**src/rtl/riscv_mem_pkg.sv**
```systemverilog
// Shared types for the unified instruction/data memory arbiter.
package riscv_mem_pkg;

    localparam logic [1:0] OWN_NONE  = 2'd0;
    localparam logic [1:0] OWN_FETCH = 2'd1;
    localparam logic [1:0] OWN_DATA  = 2'd2;

    typedef enum logic {
        DPRIO  = 1'b0,
        IFORCE = 1'b1
    } arb_state_t;

    typedef enum logic [1:0] {
        NONE  = OWN_NONE,
        FETCH = OWN_FETCH,
        DATA  = OWN_DATA
    } resp_owner_t;

    // Bits needed to hold values 0..max_val inclusive.
    function automatic int unsigned cnt_width(input int unsigned max_val);
        return (max_val < 1) ? 1 : $clog2(max_val + 1);
    endfunction

endpackage

```
**src/rtl/sat_counter.sv**
```systemverilog
// Saturating up-counter with synchronous clear; clear wins over increment.
module sat_counter #(
    parameter int unsigned W = 16
) (
    input  logic         clk,
    input  logic         reset,
    input  logic         clr,
    input  logic         inc,
    output logic [W-1:0] count
);

    always_ff @(posedge clk) begin
        if (reset || clr) begin
            count <= '0;
        end else if (inc && (count != '1)) begin
            count <= count + W'(1);
        end
    end

endmodule

```
**src/rtl/unified_mem_arbiter.sv**
```systemverilog
// Arbitrates one single-ported synchronous RAM between fetch and data ports,
// data first with bounded fetch starvation, and routes read data back.
module unified_mem_arbiter
    import riscv_mem_pkg::*;
#(
    parameter int unsigned AW          = 32,
    parameter int unsigned DW          = 32,
    parameter int unsigned MAX_DSTREAK = 4,
    parameter int unsigned CNT_W       = 16
) (
    input  logic               clk,
    input  logic               reset,
    input  logic               i_req,
    input  logic [AW-1:0]      i_addr,
    output logic               i_gnt,
    output logic               i_rvalid,
    output logic [DW-1:0]      i_rdata,
    input  logic               d_req,
    input  logic               d_we,
    input  logic [AW-1:0]      d_addr,
    input  logic [DW-1:0]      d_wdata,
    input  logic [DW/8-1:0]    d_be,
    output logic               d_gnt,
    output logic               d_rvalid,
    output logic [DW-1:0]      d_rdata,
    output logic               mem_en,
    output logic               mem_we,
    output logic [AW-1:0]      mem_addr,
    output logic [DW-1:0]      mem_wdata,
    output logic [DW/8-1:0]    mem_be,
    input  logic [DW-1:0]      mem_rdata,
    input  logic               perf_clr,
    output logic [CNT_W-1:0]   conflicts
);

    localparam int unsigned SW = cnt_width(MAX_DSTREAK);

    arb_state_t  state, state_next;
    resp_owner_t owner, owner_next;
    logic [SW-1:0] streak, streak_next;

    always_ff @(posedge clk) begin
        if (reset) begin
            state  <= DPRIO;
            owner  <= NONE;
            streak <= '0;
        end else begin
            state  <= state_next;
            owner  <= owner_next;
            streak <= streak_next;
        end
    end

    // Grant, starvation tracking and response ownership.
    always_comb begin
        i_gnt       = 1'b0;
        d_gnt       = 1'b0;
        state_next  = state;
        streak_next = streak;
        owner_next  = NONE;

        if (i_req && d_req) begin
            if (state == IFORCE) i_gnt = 1'b1;
            else                 d_gnt = 1'b1;
        end else begin
            i_gnt = i_req;
            d_gnt = d_req;
        end

        if (i_gnt || !i_req) begin
            streak_next = '0;
        end else if (d_gnt && (streak != SW'(MAX_DSTREAK))) begin
            streak_next = streak + SW'(1);
        end

        case (state)
            DPRIO:  if (d_gnt && i_req && (streak_next == SW'(MAX_DSTREAK))) state_next = IFORCE;
            IFORCE: if (i_gnt) state_next = DPRIO;
            default: state_next = DPRIO;
        endcase

        if (i_gnt)              owner_next = FETCH;
        else if (d_gnt && !d_we) owner_next = DATA;
    end

    assign mem_en    = i_gnt | d_gnt;
    assign mem_we    = d_gnt & d_we;
    assign mem_addr  = d_gnt ? d_addr : i_addr;
    assign mem_wdata = d_wdata;
    assign mem_be    = mem_we ? d_be : '1;

    assign i_rvalid = (owner == FETCH);
    assign d_rvalid = (owner == DATA);
    assign i_rdata  = mem_rdata;
    assign d_rdata  = mem_rdata;

    sat_counter #(.W(CNT_W)) u_conflicts (
        .clk   (clk),
        .reset (reset),
        .clr   (perf_clr),
        .inc   (i_req & d_req),
        .count (conflicts)
    );

endmodule

```
**config.mk**
```make
export PLATFORM = sky130hd
export DESIGN_NAME = unified_mem_arbiter
export DESIGN_NICKNAME = d
export VERILOG_FILES = /design/src/rtl/riscv_mem_pkg.sv /design/src/rtl/sat_counter.sv /design/src/rtl/unified_mem_arbiter.sv
export SDC_FILE = /design/constraint.sdc
export NUM_CORES = 1
export LEC_CHECK = 0
export CORE_AREA = 5 5 112 114
export CTS_BUF_LIST = sky130_fd_sc_hd__clkbuf_16
export DETAILED_ROUTE_END_ITERATION = 10
export DIE_AREA = 0 0 117 119
export PLACE_DENSITY_LB_ADDON = 0.12
export SLEW_MARGIN = 20
export SYNTH_ARGS = -nofsm -noshare
export SYNTH_HDL_FRONTEND = slang
export SYNTH_SLANG_ARGS = --single-unit
export TNS_END_PERCENT = 100
```
**constraint.sdc**
```tcl
create_clock -name clk -period 3.2 [get_ports clk]
set_input_delay 0.64 -clock clk [delete_from_list [all_inputs] [get_ports clk]]
set_output_delay 0.64 -clock clk [all_outputs]
set_load 0.1 [all_outputs]
```
# After elaboration in Yosys (flattened, before gate mapping)

Index checks and enable logic that the tools add are counted.

Bitwise operators: 4
Eq/ne operators: 5
Reduce and logical (&&, ||, !) cells: 11
Multiplexer cells: 13
Add/subtract/negate cells: 2

Operators by type and width:

| kind                                                | count |
|---|---|
| 2-to-1 mux 32 bit                                   | 1 |
| adder 16 x 1 -> 16 bit, second input constant       | 1 |
| != test 16 bit, second input constant               | 1 |
| 2-to-1 mux 1 bit                                    | 7 |
| logical AND 1 bit                                   | 6 |
| 2-to-1 mux 3 bit                                    | 2 |
| 2-to-1 mux 4 bit                                    | 1 |
| adder 3 x 1 -> 3 bit, second input constant         | 1 |
| equality test 3 bit, second input constant          | 1 |
| != test 3 bit, second input constant                | 1 |
| AND 1 bit                                           | 2 |
| equality test 2 x 1 -> 1 bit, second input constant | 1 |
| equality test 2 bit, second input constant          | 1 |
| logical NOT 1 bit                                   | 2 |
| logical OR 1 bit                                    | 2 |
| 2-to-1 mux 2 bit                                    | 1 |
| case mux 1 bit (2 select lines)                     | 1 |
| OR reduction 2 bit                                  | 1 |
| inverter 1 bit                                      | 1 |
| OR 1 bit                                            | 1 |

Input port bits: 138
Logic and storage cells: 40
Register bits: 22

# Logic depth before layout (Yosys ltp)

Depth after elaboration: 9
Mapped depth: 6

# Hierarchy

Synthesis repeated with hierarchy kept, for this count alone.

Cell total of the unflattened synthesis: 265
Area, all modules: 2324.7 µm²

Modules (own cells, without submodules):

| module              | cells each | sequential area each (µm²) | area each (µm²) | instances |
|---|---|---|---|---|
| unified_mem_arbiter | 170        | 120.1                      | 1477.7          | 1 |
| sat_counter         | 95         | 320.3                      | 847.1           | 1 |

# Least setup slack after synthesis

Ideal clock, no wire load.

Path type: in2out
From: input i_req
To: output i_gnt
Data arrival time: 2862 ps
Slack: -302 ps
Stages: 1
Path through: a21boi_0

Longest elaborated chain between the ends: 2

Ends and longest elaborated chain:

| element            | RTL line                  | text |
|---|---|---|
| start, declared    | unified_mem_arbiter.sv:13 | `input logic i_req,` |
| logical AND 1 bit  | unified_mem_arbiter.sv:62 | `if (i_req && d_req) begin` |
| 2-to-1 mux 1 bit * | unified_mem_arbiter.sv:62 |  |
| end, declared      | unified_mem_arbiter.sv:15 | `output logic i_gnt,` |

Mark *: on every way between the ends. The rest lies on a longest branch, timed or not.

# Worst setup path after layout

From: input d_req
To: output mem_addr[9]

Longest elaborated chain between the ends: 3

Ends and longest elaborated chain:

| element             | RTL line                  | text |
|---|---|---|
| start, declared     | unified_mem_arbiter.sv:18 | `input logic d_req,` |
| logical AND 1 bit   | unified_mem_arbiter.sv:62 |  |
| 2-to-1 mux 1 bit *  | unified_mem_arbiter.sv:62 |  |
| 2-to-1 mux 32 bit * | unified_mem_arbiter.sv:88 | `assign mem_addr = d_gnt ? d_addr : i_addr;` |
| end, declared       | unified_mem_arbiter.sv:28 | `output logic [AW-1:0] mem_addr,` |

Marks and branches as above.

==> out/qor.txt <==
Inst Count DP = 455
Fin. max-slew vios = 0
R2R depth = 4
Vias in the first global route = 2190
Wire per inst = 18.7 um
Synth top area share = 31.2%
Compound-cell area share of the yosys netlist = 10.2%
Yosys reg bits = 22
Setup bufs post-CTS = 0
Die width = 117 um
Antenna cells = 0
Relative slew slack = 56.7%
Clock-pin slew on the worst setup and hold paths = 60 ps
Fin. Hold Viols = 0
Simple-gate area share of the yosys netlist = 19.7%
Worst-case vdd ir drop = 0.139 mV
Worst-margin pin slew = 647 ps
Filler cell count in the final layout = 1195
Adder-Cell Fraction of Synth Area = 1.63%
Io pins = 292
Pwr per Cell Area = 336 mW/mm2
Worst hold path cell count = 2
Ys async rst share = 0%
Clk_lat worst skew = 260 ps
Setup Skew = 4.84 ps
H-tree depth = 1
Ys Warns = 0
Vias per cell = 4.44
Mux share of post-synthesis cell area = 15.6%
Setup tns final = 0 ps
Core area = 0.0113 mm2
Gate count after technology mapping = 277
Share of cells above drive strength 1 = 35.2%
Worst hold endpoint = streak[1]
Final Setup Violations = 0
Worst Path Arrival = 2260 ps
Xor/xnor share of the synthesized area = 0.380%
Final worst slack = 302 ps
Worst endpoint required time = 2560 ps
Top post-synthesis cells by count = buf_4 (96), mux2_2 (32), dfxtp_1 (22)
DP HPWL = 7.40 mm
Sequential area share after synthesis = 19.1%
DRC violations left = 0
Top FF cell, synth = dfxtp_1
1st-pass router iterations = 4
Max cap viols = 0
Row count = 39
Hold Path Class = flop to flop
Syn-to-layout area delta = 53.8%
Mean post-synth cell area = 8.33 um2
F_max = 345 MHz
Hold Startpoint = streak[1]
Finished Cell Area = 0.00355 mm2
Static leakage = 1.36 nW
Die ar. = 0.0139 mm2
Post-layout util = 31.3%
Initial Util = 20.4%
Final net count = 458
CTS tree = built
Run status = finished, final reports clean
CP Max Fanout = 13
Critical path type = primary input to output port
Dpl cell area = 0.00347 mm2
Clock sink count = 22
Pin count of the biggest net entering global routing = 19
GRT overflow = 0
Yosys cell types = 39
Port Buffers = 131
FF-to-FF End = u_conflicts.count[0]
Fin cells = 458
Final Critical Period = 2900 ps
Largest family of logic cells by synthesized area = buffers and inverters
CP endpoint kind = output port
Clock tree buffer depth = 2
Vias = 2033
Initial DRC count = 93
Synth area leaders = buf_4 (31%), dfxtp_1 (19%), mux2_2 (16%)
Final Cycle Share = 90.6%
Top-count cell post-synth = buf_4
Post-route ant nets = 0
R2R Setup Slk = 1290 ps
# hold bufs at CTS = 0
All-Layer GR Usage = 11.9%
First-pass GRT wire length = 12.9 mm
CP Launch Type = primary input
Cell area after synthesis = 0.00231 mm2
RSZ-0062 raised after global routing = false
Post-Route WL = 8.55 mm
Root Driver = clkbuf_16
Num CTS Buffers = 3
Synth Net Count = 418
Post-synth EDFFs = 0
Dpl ws = 290 ps
Reg-to-Reg Start = u_conflicts.count[12]
Area leader, netlist = buf_4
RePlAce Congestion = 0.789
Initial antenna violation count = 0
Post-CTS sizing = 0
Die Ht = 119 um
report_power, final:
part           switching (W)  total [W]  internal [W]
combinational       0.000376   0.000639      0.000263
clock               0.000109   0.000275      0.000166
sequential        0.00000273   0.000279      0.000276
total               0.000488    0.00119      0.000705
per-stage QoR:
step           hold slack [ps]  total power, W
3_5_place_dp               482        0.000931
3_3_place_gp               475        0.000931
4_1_cts                    490         0.00121
2_1_floorplan              451         0.00120
5_1_grt                    536         0.00123
6_report                   495         0.00119
sequential cells by signal, summed over array words and instances, names as in the netlist:
register / flops
owner: 2
u_conflicts.count: 16
state: 1
streak: 3
routing by layer:
metal,vias up,global-route usage (%),wire length (um)
met3,10,7.35,1240
met2,149,20.7,4360
li1,959,-,-
met1,915,11.8,2820
met5,-,0,0
met4,0,2.72,127
worst max path at each step:
| stage | start | end | slack (ps) | cells after the start |
|---|---|---|---|---|
| global route | d_req | mem_addr[9] | 200 | 5 |
| floorplan | d_req | mem_addr[24] | 370 | 4 |
| finish | d_req | mem_addr[9] | 300 | 5 |
| CTS | d_req | mem_addr[9] | 280 | 5 |
| detailed placement | d_req | mem_addr[9] | 290 | 5 |
| global placement | d_req | mem_addr[29] | 290 | 5 |
placed cells by master (no fill, tap or decap), types with 2 or more instances in the layout:
cell / netlist / final
clkdlybuf4s50_1: 0 / 73
and3_1: 2 / 2
and2_1: 2 / 2
clkbuf_16: 0 / 3
nor2_1: 7 / 7
nand3_1: 7 / 7
buf_12: 0 / 41
a211oi_1: 2 / 2
dfxtp_1: 22 / 22
or3_1: 9 / 9
nand2_1: 15 / 15
o21ai_0: 5 / 5
nor2b_1: 4 / 4
nand4_1: 8 / 8
and4_4: 2 / 2
o211ai_1: 7 / 7
mux2_2: 32 / 32
a21oi_1: 10 / 10
a31oi_1: 2 / 2
and4_1: 2 / 2
or2_2: 6 / 6
or4_1: 4 / 4
buf_4: 96 / 23
inv_1: 6 / 6
ha_1: 3 / 3
o31ai_1: 3 / 3
kinds of logic (layout without fill, tap and decap cells):
kind of cell | count (synthesis) | after routing
multiplexers | 32 | 32
flip-flops | 22 | 22
AO/OA/AOI/OAI | 36 | 36
AND/OR/NAND/NOR | 75 | 75
XOR/XNOR | 1 | 1
adder cells (fa/ha/maj) | 3 | 3
buffers and inverters | 108 | 146
critical path, stage by stage:
cell and delay (ps):
clkdlybuf4s50_1 520, a21boi_4 260, buf_4 260, mux2_2 390, buf_12 170
area by class of cell:
cell class / instances / area (um2) / area share, %
tap: 143 / 179 / 5.04
sequential: 22 / 440 / 12.4
multi-input combinational: 147 / 1110 / 31.2
timing repair buffer: 137 / 1720 / 48.6
inverter: 6 / 22.5 / 0.635
clock buffer: 3 / 75.1 / 2.12
No activity file was read; power rests on OpenSTA's default activity.
